[src/rtl/regfile_write_arbiter_if.sv]
// Request bundle for the register-file write arbiter.
// Carries the WB and MC valid/ready write requests.
interface regfile_write_arbiter_if #(
    parameter int DATA_W = 64,
    parameter int ADDR_W = 5
);
    logic              wb_valid;
    logic              wb_ready;
    logic [ADDR_W-1:0] wb_rd;
    logic [DATA_W-1:0] wb_data;
    logic              mc_valid;
    logic              mc_ready;
    logic [ADDR_W-1:0] mc_rd;
    logic [DATA_W-1:0] mc_data;

    modport master (
        output wb_valid, wb_rd, wb_data,
        output mc_valid, mc_rd, mc_data,
        input  wb_ready, mc_ready
    );

    modport slave (
        input  wb_valid, wb_rd, wb_data,
        input  mc_valid, mc_rd, mc_data,
        output wb_ready, mc_ready
    );
endinterface

[src/rtl/regfile_write_arbiter.sv]
// Arbitrates the single register-file write port between WB and MC.
// Optional same-cycle bypass ports: define REGFILE_ARB_BYPASS_EN.
module regfile_write_arbiter #(
    parameter int DATA_W     = 64,
    parameter int ADDR_W     = 5,
    parameter int STARVE_MAX = 4
) (
    input  logic                  clk,
    input  logic                  reset,
    regfile_write_arbiter_if.slave req,
    output logic                  RegWrite,
    output logic [ADDR_W-1:0]     RD,
    output logic [DATA_W-1:0]     WriteData,
`ifdef REGFILE_ARB_BYPASS_EN
    input  logic [ADDR_W-1:0]     byp_rs1,
    input  logic [ADDR_W-1:0]     byp_rs2,
    output logic                  byp_hit1,
    output logic                  byp_hit2,
    output logic [DATA_W-1:0]     byp_data1,
    output logic [DATA_W-1:0]     byp_data2,
`endif
    output logic [3:0]            starve_cnt
);
    localparam logic [3:0] LP_SMAX = 4'(STARVE_MAX);

    logic              r_we;
    logic [ADDR_W-1:0] r_rd;
    logic [DATA_W-1:0] r_data;
    logic [3:0]        r_starve;

    logic              w_gnt;
    logic              w_mc_win;
    logic              w_mc_ack;
    logic [ADDR_W-1:0] w_rd;
    logic [DATA_W-1:0] w_data;
    logic [3:0]        w_starve_nxt;

    // Grant selection, ready generation and starvation counter update.
    always_comb begin
        w_mc_win     = 1'b0;
        w_mc_ack     = 1'b0;
        w_gnt        = 1'b0;
        w_rd         = req.wb_rd;
        w_data       = req.wb_data;
        req.wb_ready = 1'b0;
        req.mc_ready = 1'b0;
        w_starve_nxt = r_starve;
        if (reset) begin
            if (req.wb_valid && req.mc_valid) begin
                if (req.wb_rd == req.mc_rd) begin
                    w_mc_ack = 1'b1;
                end else if (r_starve == LP_SMAX) begin
                    w_mc_win = 1'b1;
                    w_mc_ack = 1'b1;
                end
            end else if (req.mc_valid) begin
                w_mc_win = 1'b1;
                w_mc_ack = 1'b1;
            end
            w_gnt        = req.wb_valid || req.mc_valid;
            req.wb_ready = req.wb_valid && !w_mc_win;
            req.mc_ready = w_mc_ack;
            if (w_mc_win) begin
                w_rd   = req.mc_rd;
                w_data = req.mc_data;
            end
            if (!req.mc_valid || w_mc_ack) begin
                w_starve_nxt = 4'd0;
            end else if (r_starve < LP_SMAX) begin
                w_starve_nxt = r_starve + 4'd1;
            end
        end
    end

    // Output register; x0 and idle cycles leave RD/WriteData unchanged.
    always_ff @(posedge clk or negedge reset) begin
        if (!reset) begin
            r_we     <= 1'b0;
            r_rd     <= '0;
            r_data   <= '0;
            r_starve <= 4'd0;
        end else begin
            r_we     <= w_gnt && (w_rd != '0);
            r_starve <= w_starve_nxt;
            if (w_gnt && (w_rd != '0)) begin
                r_rd   <= w_rd;
                r_data <= w_data;
            end
        end
    end

    assign RegWrite   = r_we;
    assign RD         = r_rd;
    assign WriteData  = r_data;
    assign starve_cnt = r_starve;

`ifdef REGFILE_ARB_BYPASS_EN
    assign byp_hit1  = r_we && (r_rd == byp_rs1) && (r_rd != '0);
    assign byp_hit2  = r_we && (r_rd == byp_rs2) && (r_rd != '0);
    assign byp_data1 = byp_hit1 ? r_data : '0;
    assign byp_data2 = byp_hit2 ? r_data : '0;
`endif
endmodule

[src/flat_wrapper.sv]
// flat-port wrapper written by rule: the top's interface ports become plain ports
module regfile_write_arbiter_flat 
#(
    parameter int DATA_W     = 64,
    parameter int ADDR_W     = 5,
    parameter int STARVE_MAX = 4
)
  (clk, reset, RegWrite, RD, WriteData, starve_cnt, req_wb_valid, req_wb_rd, req_wb_data, req_mc_valid, req_mc_rd, req_mc_data, req_wb_ready, req_mc_ready);
  regfile_write_arbiter_if #(.DATA_W(DATA_W), .ADDR_W(ADDR_W)) req_i ();
  input  logic clk;
  input  logic reset;
  output logic RegWrite;
  output logic [ADDR_W-1:0] RD;
  output logic [DATA_W-1:0] WriteData;
  output logic [3:0] starve_cnt;
  input wire logic [$bits(req_i.wb_valid)-1:0] req_wb_valid;
  input wire logic [$bits(req_i.wb_rd)-1:0] req_wb_rd;
  input wire logic [$bits(req_i.wb_data)-1:0] req_wb_data;
  input wire logic [$bits(req_i.mc_valid)-1:0] req_mc_valid;
  input wire logic [$bits(req_i.mc_rd)-1:0] req_mc_rd;
  input wire logic [$bits(req_i.mc_data)-1:0] req_mc_data;
  output wire logic [$bits(req_i.wb_ready)-1:0] req_wb_ready;
  output wire logic [$bits(req_i.mc_ready)-1:0] req_mc_ready;
  assign req_i.wb_valid = req_wb_valid;
  assign req_i.wb_rd = req_wb_rd;
  assign req_i.wb_data = req_wb_data;
  assign req_i.mc_valid = req_mc_valid;
  assign req_i.mc_rd = req_mc_rd;
  assign req_i.mc_data = req_mc_data;
  assign req_wb_ready = req_i.wb_ready;
  assign req_mc_ready = req_i.mc_ready;
  regfile_write_arbiter #(.DATA_W(DATA_W), .ADDR_W(ADDR_W), .STARVE_MAX(STARVE_MAX)) u_core (.clk(clk), .reset(reset), .req(req_i), .RegWrite(RegWrite), .RD(RD), .WriteData(WriteData), .starve_cnt(starve_cnt));
endmodule
[config.mk]
export PLATFORM = sky130hd
export DESIGN_NAME = regfile_write_arbiter_flat
export DESIGN_NICKNAME = d
export VERILOG_FILES = /design/src/rtl/regfile_write_arbiter_if.sv /design/src/rtl/regfile_write_arbiter.sv /design/src/flat_wrapper.sv
export SDC_FILE = /design/constraint.sdc
export NUM_CORES = 1
export LEC_CHECK = 0
export BUFFER_PORTS_ARGS = -buffer_cell sky130_fd_sc_hd__buf_2
export CAP_MARGIN = 10
export CORE_MARGIN = 2
export CORE_UTILIZATION = 40
export DETAILED_ROUTE_END_ITERATION = 8
export PLACE_DENSITY = 0.77
export SLEW_MARGIN = 20
export SYNTH_ARGS = -nofsm -noshare
export SYNTH_HDL_FRONTEND = slang
export SYNTH_SLANG_ARGS = --single-unit
[constraint.sdc]
create_clock -name clk -period 2.36 [get_ports clk]
set_input_delay 0 -clock clk [delete_from_list [all_inputs] [get_ports clk]]
set_output_delay 0 -clock clk [all_outputs]
set_load 0.01 [all_outputs]
# Yosys cells after proc, flatten, opt, wreduce, memory -nomap -nowiden

Index checks and enable logic that the tools add are counted.

Equality and inequality tests: 2
$lt $le $gt $ge: 1
$add $sub $neg: 1
Multiplexer cells: 17
Reduce and logical (&&, ||, !) cells: 10

Operator list:

| kind                  | number |
|---|---|
| $mux W64              | 2 |
| $mux W1               | 11 |
| $mux W5               | 2 |
| $mux W4               | 2 |
| $eq A5 B5 Y1          | 1 |
| $reduce_bool A5 Y1    | 1 |
| $add A4 B1 Y4 const B | 1 |
| $eq A4 B3 Y1 const B  | 1 |
| $lt A4 B3 Y1 const B  | 1 |
| $logic_and A1 B1 Y1   | 3 |
| $logic_not A1 Y1      | 2 |
| $logic_or A1 B1 Y1    | 2 |
| $reduce_and A2 Y1     | 1 |
| $reduce_bool A2 Y1    | 1 |

Register bits after elaboration: 74
Output and inout bits: 76
Bits of input ports: 142

# Depth between registers and ports, before layout

Gate-level depths: netlist (run 1).

Depth in word-level cells: 9
Mapped depth: 10
Mapped depth without buffers: 7

# Worst setup path after synthesis (run 1)

OpenSTA, ideal clock, no wires.

Path kind: register to register
From: register u_core.r_starve[0], in the netlist u_core.starve_cnt[0]
To: register u_core.r_data[5], in the netlist u_core.WriteData[5]
Period minus slack after synthesis: 2.286 ns
Setup slack: 0.074 ns
Arrival: 2.158 ns
Buffers on the path: 2
Cell stages (with the launch flop): 10
Path through: dfrtp_1 > inv_1 > ha_1 > nand3b_1 > a21oi_2 > o21ai_1 > buf_2 > buf_2 > mux2_2 > mux2_1

Word-level cells in the longest chain between the ends: 9

RTL lines:

| what                     | RTL line                    | source |
|---|---|---|
| start: declaration       | regfile_write_arbiter.sv:29 | `logic [3:0] r_starve;` |
| start signal: assignment | regfile_write_arbiter.sv:84 | `r_starve <= w_starve_nxt;` |
| $eq A4 B3 Y1 *           | regfile_write_arbiter.sv:52 | `end else if (r_starve == LP_SMAX) begin` |
| $mux W1 *                | regfile_write_arbiter.sv:52 |  |
| $mux W1 *                | regfile_write_arbiter.sv:50 | `if (req.wb_rd == req.mc_rd) begin` |
| $mux W1 *                | regfile_write_arbiter.sv:49 | `if (req.wb_valid && req.mc_valid) begin` |
| $mux W1 *                | regfile_write_arbiter.sv:48 | `if (reset) begin` |
| $mux W5                  | regfile_write_arbiter.sv:63 | `if (w_mc_win) begin` |
| $mux W5                  | regfile_write_arbiter.sv:48 |  |
| $reduce_bool A5 Y1       | regfile_write_arbiter.sv:85 | `if (w_gnt && (w_rd != '0)) begin` |
| $logic_and A1 B1 Y1      | regfile_write_arbiter.sv:85 |  |
| end signal: assignment   | regfile_write_arbiter.sv:87 | `r_data <= w_data;` |
| end: declaration         | regfile_write_arbiter.sv:28 | `logic [DATA_W-1:0] r_data;` |

Mark *: on every way between the ends. The rest lies on a longest branch, timed or not. The select of a mux whose other input is x is not followed.
A chain may end at the register's enable or synchronous reset.

# Final worst setup path (run 1)

From: register u_core.r_starve[1], in the netlist u_core.starve_cnt[1]
To: register u_core.r_data[55], in the netlist u_core.WriteData[55]

The elaborated chain is that of the path after synthesis.

==> results_dict.tcl, run 1 <==
set metrics [dict create \
    outcome "finished, final reports clean" \
    clk_latency_ns 0.34 \
    seq_area_frac_synth 0.4849 \
    die-area_sq_um 10340 \
    finalCritPeriodShare 0.9531 \
    syn2layout_area_growth_pct 44.86 \
    postSynthCellCount 273 \
    seqCellArea_sq_um 1852 \
    r2r_cells 8 \
    finalSetupTns_ns 0 \
    required_ns 2.58 \
    multiInputGateArea_sq_um 1873 \
    grt_pass1_vias 3141 \
    layout-drive-gt1-share 0.7301 \
    cts_buffers 9 \
    rsz0062_at_grt "false" \
    ff2ff_setup_slack_ns 0.11 \
    drtPass1Iterations 4 \
    gp_congestion 0.8425 \
    vias 3054 \
    postCtsSetupBuffers 0 \
    die_height_microns 101.7 \
    diodes 0 \
    power_switching_uw 950.6 \
    yosys_warnings 0 \
    syn_area_sq_um 3819 \
    synth-edff-count 0 \
    p_leak_nw 2.712 \
    antenna_found_initial 0 \
    cts-root-buf "clkbuf_8" \
    grt_pass1_wl_mm 14.66 \
    cts_tree "yes" \
    internal_power_mw 2.715 \
    worstSetupStartpointType "register" \
    design.core.area_sq_um 9240 \
    final_common_cell "buf_2" \
    wl_per_cell_microns 14.73 \
    fp-row-count 35 \
    remaining_drc_errors 0 \
    worstPathMaxFanout 39 \
    wirelength_mm 9.484 \
    peakVddDrop_uv 358.4 \
    cp-end-kind "register" \
    crit_start "u_core.starve_cnt[1]" \
    power_mw 3.666 \
    async_reset_ff_frac 1.000 \
    layout_common_cells "buf_2, mux2_2, dfrtp_1" \
    slew_violations 0 \
    p_sw_frac 0.2593 \
    pwr-share-clk 0.324 \
    die_width_microns 101.7 \
    syn_avg_cell_area_sq_um 13.99 \
    setup_violations 0 \
    worst_clock_skew_ns 0.01611 \
    power-per-cell-area_nw_per_um2 662.7 \
    postLayoutSetupSlackWorst_ns 0.1108 \
    hp-class "in -> reg" \
    r2r-end "u_core.WriteData[55]" \
    drv_cap 0 \
    seqPwrFrac 0.426 \
    pre_cts_slack_ns 0.1007 \
    port_buffers 217 \
    timing.fmax_mhz 444.6 \
    synthDistinctLibCells 31 \
    num-nets-final 654 \
    grt-ovfl-total 0 \
    relSlewSlack 0.6130 \
    p_comb_frac 0.251 \
    cts.clk_slew.worst_paths_ns 0.08 \
    synth_fp_nets 417 \
    post-route-util 0.5986 \
    grt_usage 0.1826 \
    grt_max_degree 47 \
    hpwl_mm 6.990 \
    ioPinCount 218 \
    tightest_slew_ns 0.5805 \
    dpl.cell_count 612 \
    crit_end "u_core.WriteData[55]" \
    ys_ff_latch 74 \
    finalHoldViolations 0 \
    avgViaCountPerCell 4.742 \
    crit_type "reg -> reg" \
    start_util 0.4133 \
    critical_path_arrival_ns 2.47 \
    min_period_ns 2.249 \
    clock_path_buffers 2 \
    r2r_start "u_core.starve_cnt[1]" \
    htree_num_levels 3 \
    synth_top_flop_cell "dfrtp_1" \
    fill_cells 739 \
    drt_iter0_markers 51 \
    final_cells 644 \
    cts.sinks 74 \
    detail-route-antenna-nets 0 \
]
[worst min-delay path by stage]
stage	slack [ns]	from	cells after the start	end
global route	0.002	req_wb_data[22]	3	u_core.WriteData[22]
global placement	0.08	reset	2	u_core.WriteData[40]
detailed placement	0.09	reset	2	u_core.WriteData[40]
CTS	0.0008	req_mc_data[52]	3	u_core.WriteData[52]
floorplan	-0.30	reset	0	u_core.RD[0]
finish	0.02	req_wb_data[26]	3	u_core.WriteData[26]
[final cells by class]
type	instances	area share
Clock buffer	12	0.02624
Clock inverter	4	0.01787
Inverter	8	0.005429
Multi-Input combinational cell	176	0.3386
Sequential cell	74	0.3348
Tap cell	129	0.02918
Timing Repair Buffer	241	0.2479
[cells in the mapped netlist (2+ instances only)]
| cell | number | area [sq um] |
|---|---|---|
| o21ai_0 | 2 | 10.01 |
| xnor2_1 | 5 | 43.79 |
| nor2_1 | 5 | 18.77 |
| buf_2 | 9 | 45.04 |
| clkbuf_1 | 3 | 11.26 |
| dfrtp_1 | 74 | 1852 |
| and3_1 | 2 | 12.51 |
| o21ai_1 | 2 | 10.01 |
| nand2_1 | 4 | 15.01 |
| nand3_1 | 2 | 10.01 |
| ha_1 | 2 | 25.02 |
| mux2_4 | 10 | 150.1 |
| mux2i_1 | 3 | 30.03 |
| inv_1 | 8 | 30.03 |
| a21oi_1 | 2 | 10.01 |
| buf_6 | 2 | 22.52 |
| mux2_2 | 122 | 1374 |
| o22ai_1 | 2 | 12.51 |
| o311a_1 | 2 | 20.02 |
[critical path, stage by stage (launching register included)]
cell	delay, ns
dfrtp_1	0.43
inv_1	0.07
ha_1	0.14
nand3b_1	0.22
a21oi_4	0.25
o21a_1	0.18
o311a_4	0.22
buf_12	0.22
mux2_2	0.37
[kinds of logic after synthesis]
family | share of synthesized area
AO/OA/AOI/OAI | 0.03310
XOR/XNOR | 0.01147
adder cells (fa/ha/maj) | 0.006552
buffers and inverters | 0.03244
flip-flops | 0.4849
multiplexers | 0.4099
AND/OR/NAND/NOR | 0.02163
[routing by layer]
metal  wire length, microns  vias to the layer above  global-route usage
li1                       -                     1453                   -
met1                   3713                     1455              0.2099
met2                   4978                      140              0.3269
met3                    721                        6             0.05245
met4                     71                        0             0.05717
met5                      0                        -                   0
[per-stage QoR]
stage / hold slack (ns) / area [sq um]
global placement: 0.07664 / 5120
detailed placement: 0.09334 / 5120
global route: 0.001908 / 5532
CTS: 0.0008324 / 5464
floorplan: -0.2956 / 3819
finish: 0.01835 / 5532
[flip-flops by register name, indices dropped and copies added, names as in the netlist]
signal,count
u_core.WriteData,64
u_core.RegWrite,1
u_core.starve_cnt,4
u_core.RD,5
[power by group through the flow]
stage	clock network, mW	registers (mW)	logic (mW)
floorplan	0	1.68	0.376
global placement	0	1.58	0.882
detailed placement	0	1.58	0.906
CTS	1.23	1.56	0.923
global route	1.29	1.59	0.998
finish	1.19	1.56	0.919
[timing repair]
item / in CTS / in global routing
gates resized for setup: 0 / 1
endpoints found under the setup margin: 0 / 50
hold buffers: 10 / 6
hold endpoints to repair: 81 / 5
(Power assumes the default switching activity.)
==> run 2: changes to the inputs <==
- CORE_MARGIN: 2 -> 4
==> results_dict.tcl, run 2 (synthesis gave the netlist of run 1 again) <==
set metrics [dict create \
    largest_register_ffs 64 \
    postLayoutSetupSlackWorst_ns 0.1053 \
    r2r_cells 8 \
    min_to "u_core.WriteData[0]" \
    finalCritPeriodShare 0.9554 \
    worstPathMaxFanout 36 \
    timing.fmax_mhz 443.5 \
    pwr-share-clk 0.343 \
    drv_cap 0 \
    crit_type "reg -> reg" \
    hpwl_mm 7.411 \
    cts_buffers 9 \
    cts.sinks 74 \
    layout-drive-gt1-share 0.7301 \
    holdPathStages 3 \
    power_switching_uw 960.0 \
    internal_power_mw 2.816 \
    outcome "finished, final reports clean" \
    power-per-cell-area_nw_per_um2 681.0 \
    hold-worst-slack_ns 0.02455 \
    die-area_sq_um 11170 \
    required_ns 2.58 \
    syn2layout_area_growth_pct 45.18 \
    p_sw_frac 0.2543 \
    ff2ff_setup_slack_ns 0.11 \
    critical_path_arrival_ns 2.47 \
    cts-root-buf "clkbuf_8" \
    num-nets-final 654 \
    p_comb_frac 0.243 \
    tightest_slew_ns 0.9543 \
    worstSetupStartpointType "register" \
    seqPwrFrac 0.414 \
    wirelength_mm 9.942 \
    grt_max_degree 81 \
    finalSetupTns_ns 0 \
    port_buffers 217 \
    drt_iter0_markers 66 \
    drtPass1Iterations 4 \
    placed_area_sq_um 5092 \
    stdcell_area_sq_um 5544 \
    power_mw 3.776 \
    p_leak_nw 2.718 \
    design.core.area_sq_um 9284 \
    clk_latency_ns 0.34 \
    avgViaCountPerCell 4.801 \
    finalHoldViolations 0 \
    htree_num_levels 3 \
    start_util 0.4113 \
    min_period_ns 2.255 \
    grt_pass1_wl_mm 15.48 \
    antenna_found_initial 0 \
    cp-end-kind "register" \
    r2r-end "u_core.WriteData[55]" \
    detail-route-antenna-nets 0 \
    hp-class "in -> reg" \
    final_common_cell "buf_2" \
    ioPinCount 218 \
    peakVddDrop_uv 362.7 \
    wl_per_cell_microns 15.44 \
    cts.clk_slew.worst_paths_ns 0.08 \
    layout_common_cells "buf_2, mux2_2, dfrtp_1" \
    cts_tree "yes" \
    fp-row-count 35 \
    dpl.cell_count 610 \
    worst_clock_skew_ns 0.01343 \
    hold_start "req_wb_data[0]" \
    clock_path_buffers 2 \
    relSlewSlack 0.3638 \
    pre_cts_slack_ns 0.09891 \
    post-route-util 0.5972 \
    r2r_start "u_core.starve_cnt[0]" \
    grt_pass1_vias 3245 \
    die_width_microns 105.7 \
    vias 3092 \
    gp_congestion 0.8228 \
    die_height_microns 105.7 \
    slew_violations 0 \
    grt_usage 0.1718 \
    crit_start "u_core.starve_cnt[0]" \
    diodes 0 \
    final_cells 644 \
    remaining_drc_errors 0 \
    grt-ovfl-total 0 \
    setup_violations 0 \
]
## run 2: cell types whose count changed in the layout (fill, tap and decap cells not counted), sizes merged
cell / change
buf: -1
bufinv: +1
clkbuf: -1
dlygate4sd3: +1
## run 2: routing by layer
metal	vias to the layer above	share of wire	GRT usage
li1	1467	-	-
met1	1480	0.37	0.1852
met2	138	0.54	0.3242
met3	7	0.084	0.05450
met4	0	0.0091	0.04070
met5	-	0	0
## run 2: final cells by class
type	instances	area (sq um)
Fill cell	778	3740
Clock inverter	5	125.1
Multi-Input combinational cell	176	1873
Sequential cell	74	1852
Tap cell	129	161.4
Clock buffer	11	141.4
Inverter	8	30.03
Timing Repair Buffer	241	1361
## run 2: worst max-delay path by stage
stage	slack [ns]	depth (start not counted)	end
finish	0.11	8	u_core.WriteData[55]
global route	-0.002	8	u_core.WriteData[46]
CTS	0.07	8	u_core.WriteData[46]
detailed placement	0.1	8	u_core.WriteData[46]
global placement	0.19	8	u_core.WriteData[24]
floorplan	0.07	9	u_core.WriteData[5]
## run 2: worst max-delay path, cell delays in order (launching register included)
cell and delay, ns:
dfrtp_1 0.42, inv_1 0.08, ha_1 0.14, nand3b_1 0.22, a21oi_4 0.25, o21a_1 0.18, o311a_4 0.22, buf_12 0.22
mux2_2 0.37
## run 2: repair_timing
action / 4_1_cts / 5_1_grt
endpoints found under the hold margin: 86 / 0
buffers inserted: 0 / 1
hold buffers: 17 / 0
endpoints found under the setup margin: 0 / 55
gates resized for setup: 0 / 1
## run 2: power by group through the flow
stage                     Combinational, mW  Clock (mW)  Sequential (mW)
after floorplan                       0.376           0             1.68
final                                 0.917        1.29             1.56
after detailed placement              0.907           0             1.59
after CTS                             0.931        1.34             1.57
after global routing                  0.994        1.39             1.59
after global placement                0.878           0             1.58
